==> config.mk <==
export PLATFORM = sky130hd
export DESIGN_NAME = display_scan_ctrl_flat
export DESIGN_NICKNAME = d
export VERILOG_FILES = /design/src/rtl/display_pkg.sv /design/src/rtl/display_scan_ctrl_if.sv /design/src/rtl/display_scan_ctrl_scan_timer.sv /design/src/rtl/display_scan_ctrl.sv /design/src/flat_wrapper.sv
export SDC_FILE = /design/constraint.sdc
export NUM_CORES = 1
export LEC_CHECK = 0
export ABC_AREA = 1
export BUFFER_PORTS_ARGS = -buffer_cell sky130_fd_sc_hd__buf_2
export CORE_ASPECT_RATIO = 0.8
export CORE_MARGIN = 3
export CORE_UTILIZATION = 53
export DETAILED_ROUTE_END_ITERATION = 6
export GPL_TIMING_DRIVEN = 0
export PLACE_DENSITY = 0.76
export SETUP_SLACK_MARGIN = 0.5
export SLEW_MARGIN = 5
export SYNTH_ARGS = -nofsm -noshare
export SYNTH_HDL_FRONTEND = slang
export SYNTH_SLANG_ARGS = --single-unit
==> constraint.sdc <==
create_clock -name clk -period 2.4 [get_ports clk]
set_clock_uncertainty 0.15 [all_clocks]
set_input_delay 0.72 -clock clk [delete_from_list [all_inputs] [get_ports clk]]
set_output_delay 0.72 -clock clk [all_outputs]
set_load 0.1 [all_outputs]
==> src/rtl/display_pkg.sv <==
// Shared types and constants for the multiplexed display scan controller.
package display_pkg;

   // Scan FSM: all anodes off, or one digit lit.
   typedef enum logic {
      DEAD_T = 1'b0,
      SHOW   = 1'b1
   } scan_state_t;

   // Width of one digit code fed to the shared 7-segment decoder.
   localparam int NIB_W = 4;

endpackage

==> src/rtl/display_scan_ctrl_if.sv <==
// Load handshake and scan outputs of the display scan controller.
interface display_scan_ctrl_if import display_pkg::*; #(
   parameter int N_DIGITS = 4
) ();

   logic                      load;
   logic [NIB_W*N_DIGITS-1:0] value;
   logic [N_DIGITS-1:0]       dp_in;
   logic                      lz_en;
   logic                      ack;
   logic                      pending;
   logic [N_DIGITS-1:0]       digit_n;
   logic [NIB_W-1:0]          code;
   logic                      blank;
   logic                      dp_n;

   // Producer of display values / consumer of scan outputs.
   modport master (
      output load, value, dp_in, lz_en,
      input  ack, pending, digit_n, code, blank, dp_n
   );

   // The scan controller itself.
   modport slave (
      input  load, value, dp_in, lz_en,
      output ack, pending, digit_n, code, blank, dp_n
   );

endinterface

==> src/rtl/display_scan_ctrl_scan_timer.sv <==
// Interval timer shared by dead-time and on-time phases. The count restarts
// from zero on start; done flags the last cycle of a len-cycle interval, so a
// counter cleared by reset already times the first interval correctly.
module scan_timer #(
   parameter int CNT_W = 16
) (
   input  logic             clk,
   input  logic             rst_n,
   input  logic             start,
   input  logic [CNT_W-1:0] len,
   output logic             done
);

   logic [CNT_W-1:0] cnt_q;

   assign done = (cnt_q == len - CNT_W'(1));

   // Elapsed-cycle count, cleared whenever a new interval begins.
   always_ff @(posedge clk or negedge rst_n) begin
      if (!rst_n) begin
         cnt_q <= '0;
      end else if (start) begin
         cnt_q <= '0;
      end else begin
         cnt_q <= cnt_q + CNT_W'(1);
      end
   end

endmodule

==> src/rtl/display_scan_ctrl.sv <==
// Time-multiplexed scan controller for a common-anode 7-segment display.
// Keeps a tear-free shadow of the displayed value that only changes at frame
// boundaries, and drives anode select, decoder code, decimal point and blank.
module display_scan_ctrl import display_pkg::*; #(
   parameter int N_DIGITS = 4,
   parameter int DIV      = 50000,
   parameter int DEAD     = 8
) (
   input logic                clk,
   input logic                rst_n,
   display_scan_ctrl_if.slave bus
);

   localparam int CNT_W = $clog2(((DIV > DEAD) ? DIV : DEAD) + 1);
   localparam int IDX_W = $clog2(N_DIGITS);
   localparam logic [IDX_W-1:0] LAST_IDX = IDX_W'(N_DIGITS - 1);
   localparam logic [CNT_W-1:0] DIV_LEN  = CNT_W'(DIV);
   localparam logic [CNT_W-1:0] DEAD_LEN = CNT_W'(DEAD);

   scan_state_t               state_q, state_d;
   logic [IDX_W-1:0]          idx_q, idx_d;
   logic [CNT_W-1:0]          len;
   logic                      tmr_done;
   logic                      frame_end;
   logic [NIB_W*N_DIGITS-1:0] shadow_q, pend_val_q;
   logic [N_DIGITS-1:0]       shadow_dp_q, pend_dp_q;
   logic                      pending_q, ack_q;
   logic [N_DIGITS-1:0]       lz_mask;
   logic                      lz_run;
   logic [N_DIGITS-1:0]       digit_n_q;
   logic [NIB_W-1:0]          code_q;
   logic                      blank_q, dp_n_q;

   assign len       = (state_q == SHOW) ? DIV_LEN : DEAD_LEN;
   assign frame_end = (state_q == SHOW) && tmr_done && (idx_q == LAST_IDX);

   // The timer restarts on every phase change, which happens exactly on done.
   scan_timer #(.CNT_W(CNT_W)) u_timer (
      .clk   (clk),
      .rst_n (rst_n),
      .start (tmr_done),
      .len   (len),
      .done  (tmr_done)
   );

   // Scan state and current digit index.
   always_ff @(posedge clk or negedge rst_n) begin
      if (!rst_n) begin
         state_q <= DEAD_T;
         idx_q   <= '0;
      end else begin
         state_q <= state_d;
         idx_q   <= idx_d;
      end
   end

   // Alternate dead time and on time; advance the digit when its on time ends.
   always_comb begin
      state_d = state_q;
      idx_d   = idx_q;
      case (state_q)
         DEAD_T: begin
            if (tmr_done) state_d = SHOW;
         end
         SHOW: begin
            if (tmr_done) begin
               state_d = DEAD_T;
               idx_d   = (idx_q == LAST_IDX) ? '0 : idx_q + IDX_W'(1);
            end
         end
         default: state_d = DEAD_T;
      endcase
   end

   // Digit i is suppressed when it and every more significant nibble are zero;
   // digit 0 always shows so a zero value still reads "0".
   always_comb begin
      lz_mask = '0;
      lz_run  = bus.lz_en;
      for (int i = N_DIGITS - 1; i >= 1; i--) begin
         lz_run     = lz_run && (shadow_q[i*NIB_W +: NIB_W] == '0);
         lz_mask[i] = lz_run;
      end
   end

   // Pending capture (latest load wins) and commit into the shadow at frame end.
   always_ff @(posedge clk or negedge rst_n) begin
      if (!rst_n) begin
         shadow_q    <= '0;
         shadow_dp_q <= '0;
         pend_val_q  <= '0;
         pend_dp_q   <= '0;
         pending_q   <= 1'b0;
         ack_q       <= 1'b0;
      end else begin
         ack_q <= frame_end && pending_q;
         if (frame_end && pending_q) begin
            shadow_q    <= pend_val_q;
            shadow_dp_q <= pend_dp_q;
         end
         if (bus.load) begin
            pend_val_q <= bus.value;
            pend_dp_q  <= bus.dp_in;
            pending_q  <= 1'b1;
         end else if (frame_end) begin
            pending_q  <= 1'b0;
         end
      end
   end

   // Scan outputs registered from the next state so the lit window lines up
   // with the state register; code keeps its last value during dead time.
   always_ff @(posedge clk or negedge rst_n) begin
      if (!rst_n) begin
         digit_n_q <= '1;
         code_q    <= '0;
         blank_q   <= 1'b1;
         dp_n_q    <= 1'b1;
      end else if (state_d == SHOW) begin
         digit_n_q <= ~(N_DIGITS'(1) << idx_d);
         code_q    <= shadow_q[idx_d*NIB_W +: NIB_W];
         blank_q   <= lz_mask[idx_d];
         dp_n_q    <= lz_mask[idx_d] | ~shadow_dp_q[idx_d];
      end else begin
         digit_n_q <= '1;
         blank_q   <= 1'b1;
         dp_n_q    <= 1'b1;
      end
   end

   assign bus.ack     = ack_q;
   assign bus.pending = pending_q;
   assign bus.digit_n = digit_n_q;
   assign bus.code    = code_q;
   assign bus.blank   = blank_q;
   assign bus.dp_n    = dp_n_q;

endmodule

==> src/flat_wrapper.sv <==
// flat-port wrapper written by rule: the top's interface ports become plain ports
module display_scan_ctrl_flat import display_pkg::*;
#(
   parameter int N_DIGITS = 4,
   parameter int DIV      = 50000,
   parameter int DEAD     = 8
)
  (clk, rst_n, bus_load, bus_value, bus_dp_in, bus_lz_en, bus_ack, bus_pending, bus_digit_n, bus_code, bus_blank, bus_dp_n);
  display_scan_ctrl_if #(.N_DIGITS(N_DIGITS)) bus_i ();
  input logic clk;
  input logic rst_n;
  input wire logic [$bits(bus_i.load)-1:0] bus_load;
  input wire logic [$bits(bus_i.value)-1:0] bus_value;
  input wire logic [$bits(bus_i.dp_in)-1:0] bus_dp_in;
  input wire logic [$bits(bus_i.lz_en)-1:0] bus_lz_en;
  output wire logic [$bits(bus_i.ack)-1:0] bus_ack;
  output wire logic [$bits(bus_i.pending)-1:0] bus_pending;
  output wire logic [$bits(bus_i.digit_n)-1:0] bus_digit_n;
  output wire logic [$bits(bus_i.code)-1:0] bus_code;
  output wire logic [$bits(bus_i.blank)-1:0] bus_blank;
  output wire logic [$bits(bus_i.dp_n)-1:0] bus_dp_n;
  assign bus_i.load = bus_load;
  assign bus_i.value = bus_value;
  assign bus_i.dp_in = bus_dp_in;
  assign bus_i.lz_en = bus_lz_en;
  assign bus_ack = bus_i.ack;
  assign bus_pending = bus_i.pending;
  assign bus_digit_n = bus_i.digit_n;
  assign bus_code = bus_i.code;
  assign bus_blank = bus_i.blank;
  assign bus_dp_n = bus_i.dp_n;
  display_scan_ctrl #(.N_DIGITS(N_DIGITS), .DIV(DIV), .DEAD(DEAD)) u_core (.clk(clk), .rst_n(rst_n), .bus(bus_i));
endmodule
# After elaboration in Yosys (flattened, before gate mapping)
# Cells that the tools add are included.
[word_totals]
ff_bits = 71
latchBits = 0
mem_bits_rw = 0
mem_bits_ro = 0
input_bits = 24
out_inout_bits = 12
elab_cells = 52
n_memories = 0
[classes]
n_addsub = 3
mul = 0
div_mod_pow = 0
n_lt_le_gt_ge = 1
n_eq_ne = 2
n_shift = 2
muxes = 17
bitwise = 4
n_reduce_logical = 10
[op_table]
columns = ["operator", "count"]
rows = [
  ["16-bit two-way mux", 2],
  ["16-bit by 1-bit adder with 16-bit output (second input constant)", 1],
  ["16-bit equality test", 1],
  ["16-bit by 5-bit indexed part select with 4-bit output", 1],
  ["16-bit by 1-bit subtractor with 16-bit output (second input constant)", 1],
  ["4-bit zero test", 3],
  ["1-bit two-way mux", 8],
  ["1-bit logical AND", 6],
  ["2-bit two-way mux", 3],
  ["1-bit binary-select mux with 2-bit select", 2],
  ["4-bit two-way mux", 1],
  ["4-bit inverter", 1],
  ["1-bit by 2-bit left shift with 4-bit output (first input constant)", 1],
  ["2-bit by 3-bit less-than comparator with 1-bit output (second input constant)", 1],
  ["2-bit by 1-bit adder with 2-bit output (second input constant)", 1],
  ["2-bit equality test (second input constant)", 1],
  ["1-bit inverter", 2],
  ["1-bit one-hot mux with 2 select lines", 1],
  ["2-bit nonzero test", 1],
  ["1-bit OR", 1],
]

# Depth between registers and ports, before layout
# Gate-level depths: netlist of run 1.
[logic_depth]
word_depth = 10
depth_mapped = 14
mapped_depth_nobuf = 14

# Hierarchy
# From an unflattened synthesis of run 1, not the netlist that was laid out.
[hier_totals]
cells_unflattened = 495
hier_area_um2 = 3776.1
[by_module_without_submodules]
columns = ["module", "n_inst", "cells_each", "area_each_um2", "seq_area_each_um2"]
rows = [
  ["display_scan_ctrl", 1, 274, 2384.8, 1383.8],
  ["scan_timer", 1, 221, 1391.3, 400.4],
]

# Worst setup path before layout of run 1
# Ideal clock, no wire load.
[synth_timing]
path_type = "flip-flop to flip-flop"
from = "register u_core.state_q"
to = "register u_core.code_q[0], in the netlist u_core.bus.code[0]"
setup_time_ns = 0.120
t_arrival_ns = 1.997
required_ns = 2.130
slack_ns = 0.133
path_stages_with_launch = 10
path_buffers = 2
period_less_slack_ns = 2.267
cell_sequence = "dfrtp_1 -> buf_2 -> or2_2 -> nand3_1 -> inv_1 -> ha_1 -> buf_1 -> inv_1 -> nand2_1 -> nand2_1"
[synth_between]
word_cells_on_any_way = 10
classes_between = "add/sub (1); eq/ne (1); shift (1); mux (6); bitwise (1)"
[synth_rtl]
columns = ["item", "line_no", "source"]
rows = [
  ["start, declared", "display_scan_ctrl.sv:20", "scan_state_t state_q, state_d;"],
  ["start signal, assigned", "display_scan_ctrl.sv:52", "state_q <= state_d;"],
  ["16-bit two-way mux", "display_scan_ctrl.sv:34", "assign len = (state_q == SHOW) ? DIV_LEN : DEAD_LEN;"],
  ["16-bit by 1-bit subtractor with 16-bit output", "display_scan_ctrl_scan_timer.sv:16", "assign done = (cnt_q == len - CNT_W'(1));"],
  ["16-bit equality test", "display_scan_ctrl_scan_timer.sv:16", ""],
  ["1-bit two-way mux (on tied branches)", "display_scan_ctrl.sv:66, display_scan_ctrl.sv:63", ""],
  ["1-bit one-hot mux with 2 select lines *", "display_scan_ctrl.sv:61", "case (state_q)"],
  ["via u_core.state_d", "display_scan_ctrl.sv:20", ""],
  ["end signal, assigned", "display_scan_ctrl.sv:121", "code_q <= shadow_q[idx_d*NIB_W +: NIB_W];"],
  ["end, declared", "display_scan_ctrl.sv:31", "logic [NIB_W-1:0] code_q;"],
]
# The timed path passes the listed nets; every way through them passes the cells marked *.
# A chain may end at the register's enable or synchronous reset.

# Final worst setup path of run 1
[layout_timing]
from = "register u_core.u_timer.cnt_q[1]"
to = "register u_core.shadow_q[13]"
[layout_between]
elab_chain_cells = 4
[layout_rtl]
columns = ["item", "line_no", "source"]
rows = [
  ["start, declared", "display_scan_ctrl_scan_timer.sv:14", "logic [CNT_W-1:0] cnt_q;"],
  ["start signal, assigned", "display_scan_ctrl_scan_timer.sv:25", "cnt_q <= cnt_q + CNT_W'(1);"],
  ["16-bit equality test", "display_scan_ctrl_scan_timer.sv:16", ""],
  ["1-bit logical AND (2 in series)", "display_scan_ctrl.sv:35", "assign frame_end = (state_q == SHOW) && tmr_done && (idx_q == LAST_IDX);"],
  ["1-bit logical AND", "display_scan_ctrl.sv:97", "if (frame_end && pending_q) begin"],
  ["end signal, assigned", "display_scan_ctrl.sv:98", "shadow_q <= pend_val_q;"],
  ["end, declared", "display_scan_ctrl.sv:25", "logic [NIB_W*N_DIGITS-1:0] shadow_q, pend_val_q;"],
]
# No other way between the ends.

==> metrics, run 1 <==
status=complete, no violations; Power per Cell Area=533 nW/um2; top cells by count, synth=105 x nand2_1, 65 x dfrtp_1, 53 x inv_1; Synth Area in XOR/XNOR=2.58%; placed cell count=515; Die Wd=95.5 um; layout cells sized above 1=34.8%; crit end category=flip-flop; CP required=2.49 ns; Synth area leaders=dfrtp_1 48%, nand2_1 12%, o21ai_0 6.8%, inv_1 5.9%, nand3_1 4.7%; Layout area overhead=32.5%; clock share of power=44.2%; Via Count=2884; final wirelength=7800 um; Clock Tree Buf Depth=2; TritonRoute pass-1 iters=5; Max Cap Viol=0; static leakage=0.00229 uW; CP arrival=2.13 ns; clock period minus worst slack=2.05 ns; Inserted Diodes=0; CTS Sinks=71; CTS tree=done; Synth Area in Compound Gates=7.62%; part of the power in combinational logic=4.3%; grt ovf=0; R2R Setup Slk=0.35 ns; # port buffers=35; number of global-route vias before repair=2653; CP cell instances=ha_2 > nand2_2 > clkinv_4 > nand3_4 > nor2_8 > nand3_4 > inv_2 > ha_4 > nand2_4 > nor2_4 > inv_4 > clkbuf_8 > nand2_2 > o21ai_1; Post-synth EDFFs=0; Slowest cell on crit path=dfrtp_1; Worst-Skew Late Latency=0.35 ns; max-slew violations=0; H-tree Lvls=3; Synth cell types=33; critical path class=flip-flop to flip-flop; Hold WS=0.215 ns; max_slew headroom=71.6%; Mapped Area=3400 um2; placed instance area=3800 um2; CP top delay family=simple AND/OR/NAND/NOR gates; Routed Antenna Nets=0; drt first-iter violations=150; P_int=1850 uW; Peak Freq=488 MHz; Starting Density=56.0%; Die ar.=7410 um2; final worst-path cycle share=85.4%; I/O pin count=36; Synth area leader=dfrtp_1; end of the worst register-to-register path=u_core.shadow_q[13]$_DFFE_PN0P_; largest family of logic cells by synthesized area=simple AND/OR/NAND/NOR gates; Design Power=2400 uW; critical path startpoint=u_core.u_timer.cnt_q[1]$_DFF_PN0_; Die Ht=77.6 um; Main synth FF type=dfrtp_1; clock-pin slew on the worst setup and hold paths=0.08 ns; Nets=496; largest net degree at the start of global routing=72; Reg2Reg Depth=14; area share of the largest cell type after synthesis=47.9%; Sw Ratio=22.8%; Avg WL per Cell=14.1 um; post-DP HPWL=4970 um; post-synthesis sequential area ratio=52.5%; Bufs and invs on worst path=4; CP Max Fanout=6; Synth Area in Simple Gates=28.5%; FF-to-FF Start=u_core.u_timer.cnt_q[1]$_DFF_PN0_; hold crit path type=input port to async pin; adder-cell share of the synthesized area=1.10%; mux cell area share after synthesis=0%; row count=25; post-synthesis average cell area=8.54 um2; Async SR Flop Fraction=100%; GRT Util Overall=22.1%; Layout fillers=447; most frequent cell after synthesis=nand2_1; non-filler cells, final=555; Synth Net Count=425; RSZ-0062 raised after global routing=true; Setup Viol. Count Final=0; Peak VDD IR=0.000373 V; core area=6070 um2; sequential share of power=51.5%; Final Instance Area=4500 um2; first-pass GRT wire length=12500 um; setup tns final=0 ns; Gate Count Post-Synth=398; initial antenna violation count=0; Tightest Pin Transition=0.426 ns; TritonCTS Buffers=9; Fin. Hold Viols=0; synthesis warning total=0; CTS root buf=clkbuf_8; slowest stage delay, CP=0.37 ns; FF+latch count, synth=71; DR vias/cell=5.20; DRC Markers=0; RePlAce Congestion=0.862; CP startpoint kind=flip-flop; switching power=546 uW
==> how the worst max path moves through the flow <==
stage / endpoint / slack [ns] / depth (start not counted)
2_1_floorplan: u_core.shadow_q[10]$_DFFE_PN0P_ / 0.43 / 14
3_3_place_gp: u_core.state_q$_DFF_PN0_ / -0.0003 / 1
3_5_place_dp: u_core.shadow_q[8]$_DFFE_PN0P_ / 0.14 / 13
4_1_cts: u_core.shadow_q[8]$_DFFE_PN0P_ / 0.38 / 13
5_1_grt: u_core.shadow_q[13]$_DFFE_PN0P_ / 0.27 / 14
6_report: u_core.shadow_q[13]$_DFFE_PN0P_ / 0.35 / 14
==> layout by cell type (no fill, tap or decap), types with 7 or more instances in the layout <==
| cell | synthesis | layout |
|---|---|---|
| nand2_2 | 4 | 19 |
| inv_1 | 53 | 46 |
| buf_6 | 0 | 7 |
| o21ai_1 | 0 | 18 |
| inv_2 | 5 | 10 |
| clkbuf_8 | 0 | 12 |
| buf_2 | 1 | 22 |
| nor2_1 | 23 | 14 |
| nor2_2 | 2 | 8 |
| buf_4 | 0 | 23 |
| xor2_1 | 8 | 8 |
| dfrtp_1 | 65 | 60 |
| nand2_1 | 105 | 88 |
| o21ai_0 | 46 | 23 |
| nand3_1 | 32 | 29 |
==> cell type report <==
class	count	area (um2)	share of cell area [%]
multi-input combinational	260	1560	34.6
sequential	71	1790	39.8
clock buffer	10	128	2.84
timing repair buffer	58	505	11.2
buffer	10	90.1	2.00
clock inverter	6	93.8	2.09
tap	81	101	2.25
inverter	59	234	5.20
==> worst reg2reg max path, stage by stage, from the launching register on <==
cell and delay (ns):
dfrtp_1 0.37, ha_2 0.19, nand2_2 0.07, clkinv_4 0.07, nand3_4 0.08, nor2_8 0.14, nand3_4 0.09, inv_2 0.07
ha_4 0.13, nand2_4 0.07, nor2_4 0.16, inv_4 0.08, clkbuf_8 0.16, nand2_2 0.06, o21ai_1 0.06
==> layer usage <==
metal | track usage (%) | vias to the layer above | share of wire, %
met2 | 33.3 | 87 | 47
met4 | 5.11 | 0 | 0.92
li1 | - | 1412 | -
met3 | 6.20 | 6 | 5.3
met1 | 32.1 | 1379 | 47
met5 | 0 | - | 0
==> power groups by stage <==
stage	clock network [uW]	logic [uW]	registers, uW
after global placement	0	93.7	1250
after floorplan	0	39.7	1250
final	1060	104	1230
after CTS	1070	104	1230
after global routing	1140	122	1240
after detailed placement	0	104	1260
==> repair_timing <==
item / CTS / global route
gates cloned: 3 / 1
setup endpoints to repair: 44 / 42
hold buffers: 0 / 0
setup buffers: 14 / 6
pin swaps: 12 / 14
resized for setup: 58 / 37
==> kinds of logic (layout without fill, tap and decap cells) <==
family,Yosys count,count (layout)
flops,71,71
simple gates,196,198
buf+inv,69,143
xor+xnor,10,10
fa+ha+maj,3,3
compound gates,49,49
==> flip-flops by register name (all words and copies together), names as in the netlist <==
register and count:
u_core.u_timer.cnt_q 16, u_core.shadow_q 16, u_core.bus.code 4, u_core.bus.ack 1, u_core.pend_val_q 16, u_core.bus.digit_n 4, u_core.idx_q 2, u_core.bus.pending 1
u_core.bus.dp_n 1, u_core.state_q 1, u_core.bus.blank 1, u_core.pend_dp_q 4, u_core.shadow_dp_q 4
==> metrics by stage <==
stage          setup WS [ns]  util (%)
6_report               0.351      74.2
5_1_grt                0.270      74.2
4_1_cts                0.377      71.4
3_5_place_dp           0.138      62.7
3_3_place_gp       -0.000302      62.2
2_1_floorplan          0.434         -
Power figures use the tool's default switching activity.
==> run 2, diff against run 1 <==
--- a/config.mk
+++ b/config.mk
@@ -9,10 +9,11 @@
 export BUFFER_PORTS_ARGS = -buffer_cell sky130_fd_sc_hd__buf_2
 export CORE_ASPECT_RATIO = 0.8
 export CORE_MARGIN = 3
-export CORE_UTILIZATION = 53
+export CORE_UTILIZATION = 55
+export CTS_BUF_LIST = sky130_fd_sc_hd__clkbuf_2 sky130_fd_sc_hd__clkbuf_4 sky130_fd_sc_hd__clkbuf_8
 export DETAILED_ROUTE_END_ITERATION = 6
 export GPL_TIMING_DRIVEN = 0
-export PLACE_DENSITY = 0.76
+export PLACE_DENSITY = 0.78
 export SETUP_SLACK_MARGIN = 0.5
 export SLEW_MARGIN = 5
 export SYNTH_ARGS = -nofsm -noshare
==> run 2 against run 1 <==
  * Setup slack got worse by 0.0015 ns
  * Cell count unchanged
  * Clock-buffer cell count rose by 2
  * First-iteration DRC count rose by 69%
  * Clock power up 6%
  * Cell area up 0.78%
  * Register-to-register slack is essentially flat
  * Critical endpoint is now u_core.shadow_q[2]$_DFFE_PN0P_
==> metrics, run 2 (synthesis gave the netlist of run 1 again) <==
final wirelength=8230 um; DR vias/cell=5.33; CTS Sinks=71; CP Max Fanout=6; Design Power=2450 uW; Die ar.=7160 um2; Inserted Diodes=0; cts-stage hold buffer count=0; grt ovf=0; DRC Markers=0; number of global-route vias before repair=2714; initial antenna violation count=0; Avg WL per Cell=14.8 um; RSZ-0062 raised after global routing=true; final worst-path cycle share=85.4%; Power per Cell Area=539 nW/um2; Die Ht=76.3 um; layout cells sized above 1=37.7%; post-DP HPWL=4840 um; Die Wd=93.9 um; hold crit path type=input port to async pin; Nets=499; Fin. Hold Viols=0; Worst-Skew Late Latency=0.35 ns; most common cell after layout, fill and taps aside=nand2_1; setup tns final=0 ns; CP startpoint kind=flip-flop; crit end category=flip-flop; # port buffers=35; status=complete, no violations; Layout area overhead=33.5%; clock-pin slew on the worst setup and hold paths=0.08 ns; Peak VDD IR=0.000492 V; H-tree Lvls=3; max_slew headroom=41.4%; CP arrival=2.14 ns; Peak Freq=488 MHz; Routed Antenna Nets=0; Largest regs=u_core.pend_val_q: 16 flops, u_core.shadow_q: 16 flops, u_core.u_timer.cnt_q: 16 flops; I/O pin count=36; Clock Tree Buf Depth=2; Tightest Pin Transition=0.879 ns; RePlAce Congestion=0.867; drt first-iter violations=254; most frequent cells in the layout=82 x nand2_1, 59 x dfrtp_1, 46 x inv_1; CP required=2.49 ns; CTS tree=done; Max Cap Viol=0; critical path class=flip-flop to flip-flop; TritonCTS Buffers=9; core area=5710 um2; Setup Viol. Count Final=0; first-pass GRT wire length=13000 um; largest net degree at the start of global routing=72; row count=24; CTS root buf=clkbuf_8; Starting Density=59.5%; static leakage=0.00232 uW; max-slew violations=0; Via Count=2956; TritonRoute pass-1 iters=5; GRT Util Overall=23.1%; clock period minus worst slack=2.05 ns
run 2: cell types whose count changed in the layout (fill, tap and decap cells not counted), sizes merged:
cell,delta
clkinv,-2
clkbuf,+5
run 2: worst max-delay path: stages, from the launching register on:
cell and delay (ns):
dfrtp_1 0.42, nor2_2 0.19, nand3_2 0.14, nor2_8 0.15, nand3_4 0.09, inv_2 0.07
ha_4 0.13, nand2_4 0.07, nor2_4 0.14, inv_4 0.07, clkbuf_8 0.16, nand2_1 0.08
o21ai_1 0.06
run 2: final timing paths:
path | startpoint | end | slack [ns] | depth (start not counted)
min in group clk | u_core.shadow_dp_q[3]$_DFFE_PN0P_ | u_core.shadow_dp_q[3]$_DFFE_PN0P_ | 0.35 | 2
max reg2reg | u_core.u_timer.cnt_q[4]$_DFF_PN0_ | u_core.shadow_q[2]$_DFFE_PN0P_ | 0.35 | 12
min reg2reg | u_core.shadow_dp_q[3]$_DFFE_PN0P_ | u_core.shadow_dp_q[3]$_DFFE_PN0P_ | 0.35 | 2
max in group asynchronous | rst_n | u_core.u_timer.cnt_q[5]$_DFF_PN0_ | 1.14 | 1
min | rst_n | u_core.u_timer.cnt_q[11]$_DFF_PN0_ | 0.32 | 1
max | u_core.u_timer.cnt_q[4]$_DFF_PN0_ | u_core.shadow_q[2]$_DFFE_PN0P_ | 0.35 | 12
run 2: area by class of cell:
type                    instances  area (um2)
multi-input cells             260        1580
repair buffers                 61         509
clock buffers                  12         159
well taps                      78        97.6
plain buffers                  10        88.8
flip-flops and latches         71        1790
clock inverters                 4        76.3
inverters                      59         229
fillers                       363        1170
run 2: per-stage QoR:
step | cells | utilization [%] | setup slack [ns] | hold WS [ns] | cell area [um2]
after CTS | 549 | 76.8 | 0.388 | 0.338 | 4380
after global routing | 555 | 79.5 | 0.244 | 0.368 | 4540
final | 555 | 79.5 | 0.349 | 0.318 | 4540
after detailed placement | 511 | 66.1 | 0.131 | 0.316 | 3770
after global placement | 511 | 66.1 | 0.0153 | 0.309 | 3770
after floorplan | 398 | - | 0.434 | 0.274 | 3500
run 2: report_power, final:
part | internal [uW] | leakage [uW] | switching, uW | total (uW)
Clock | 658 | 0.000117 | 458 | 1120
Combinational | 29.3 | 0.00130 | 68.7 | 98.0
Sequential | 1230 | 0.000904 | 7.16 | 1230
run 2: routing by layer:
layer	track usage, %	up-vias	wire length (um)
met1	34.9	1396	3760
met5	0	-	0
li1	-	1412	-
met3	4.74	23	498
met2	33.1	125	3760
met4	7.94	0	209
run 2: repair_timing:
item / CTS / global route
setup buffers: 18 / 6
pin swaps: 11 / 16
resized for setup: 66 / 31
cloned: 4 / 0
endpoints found under the hold margin: 0 / 0
setup endpoints to repair: 44 / 43
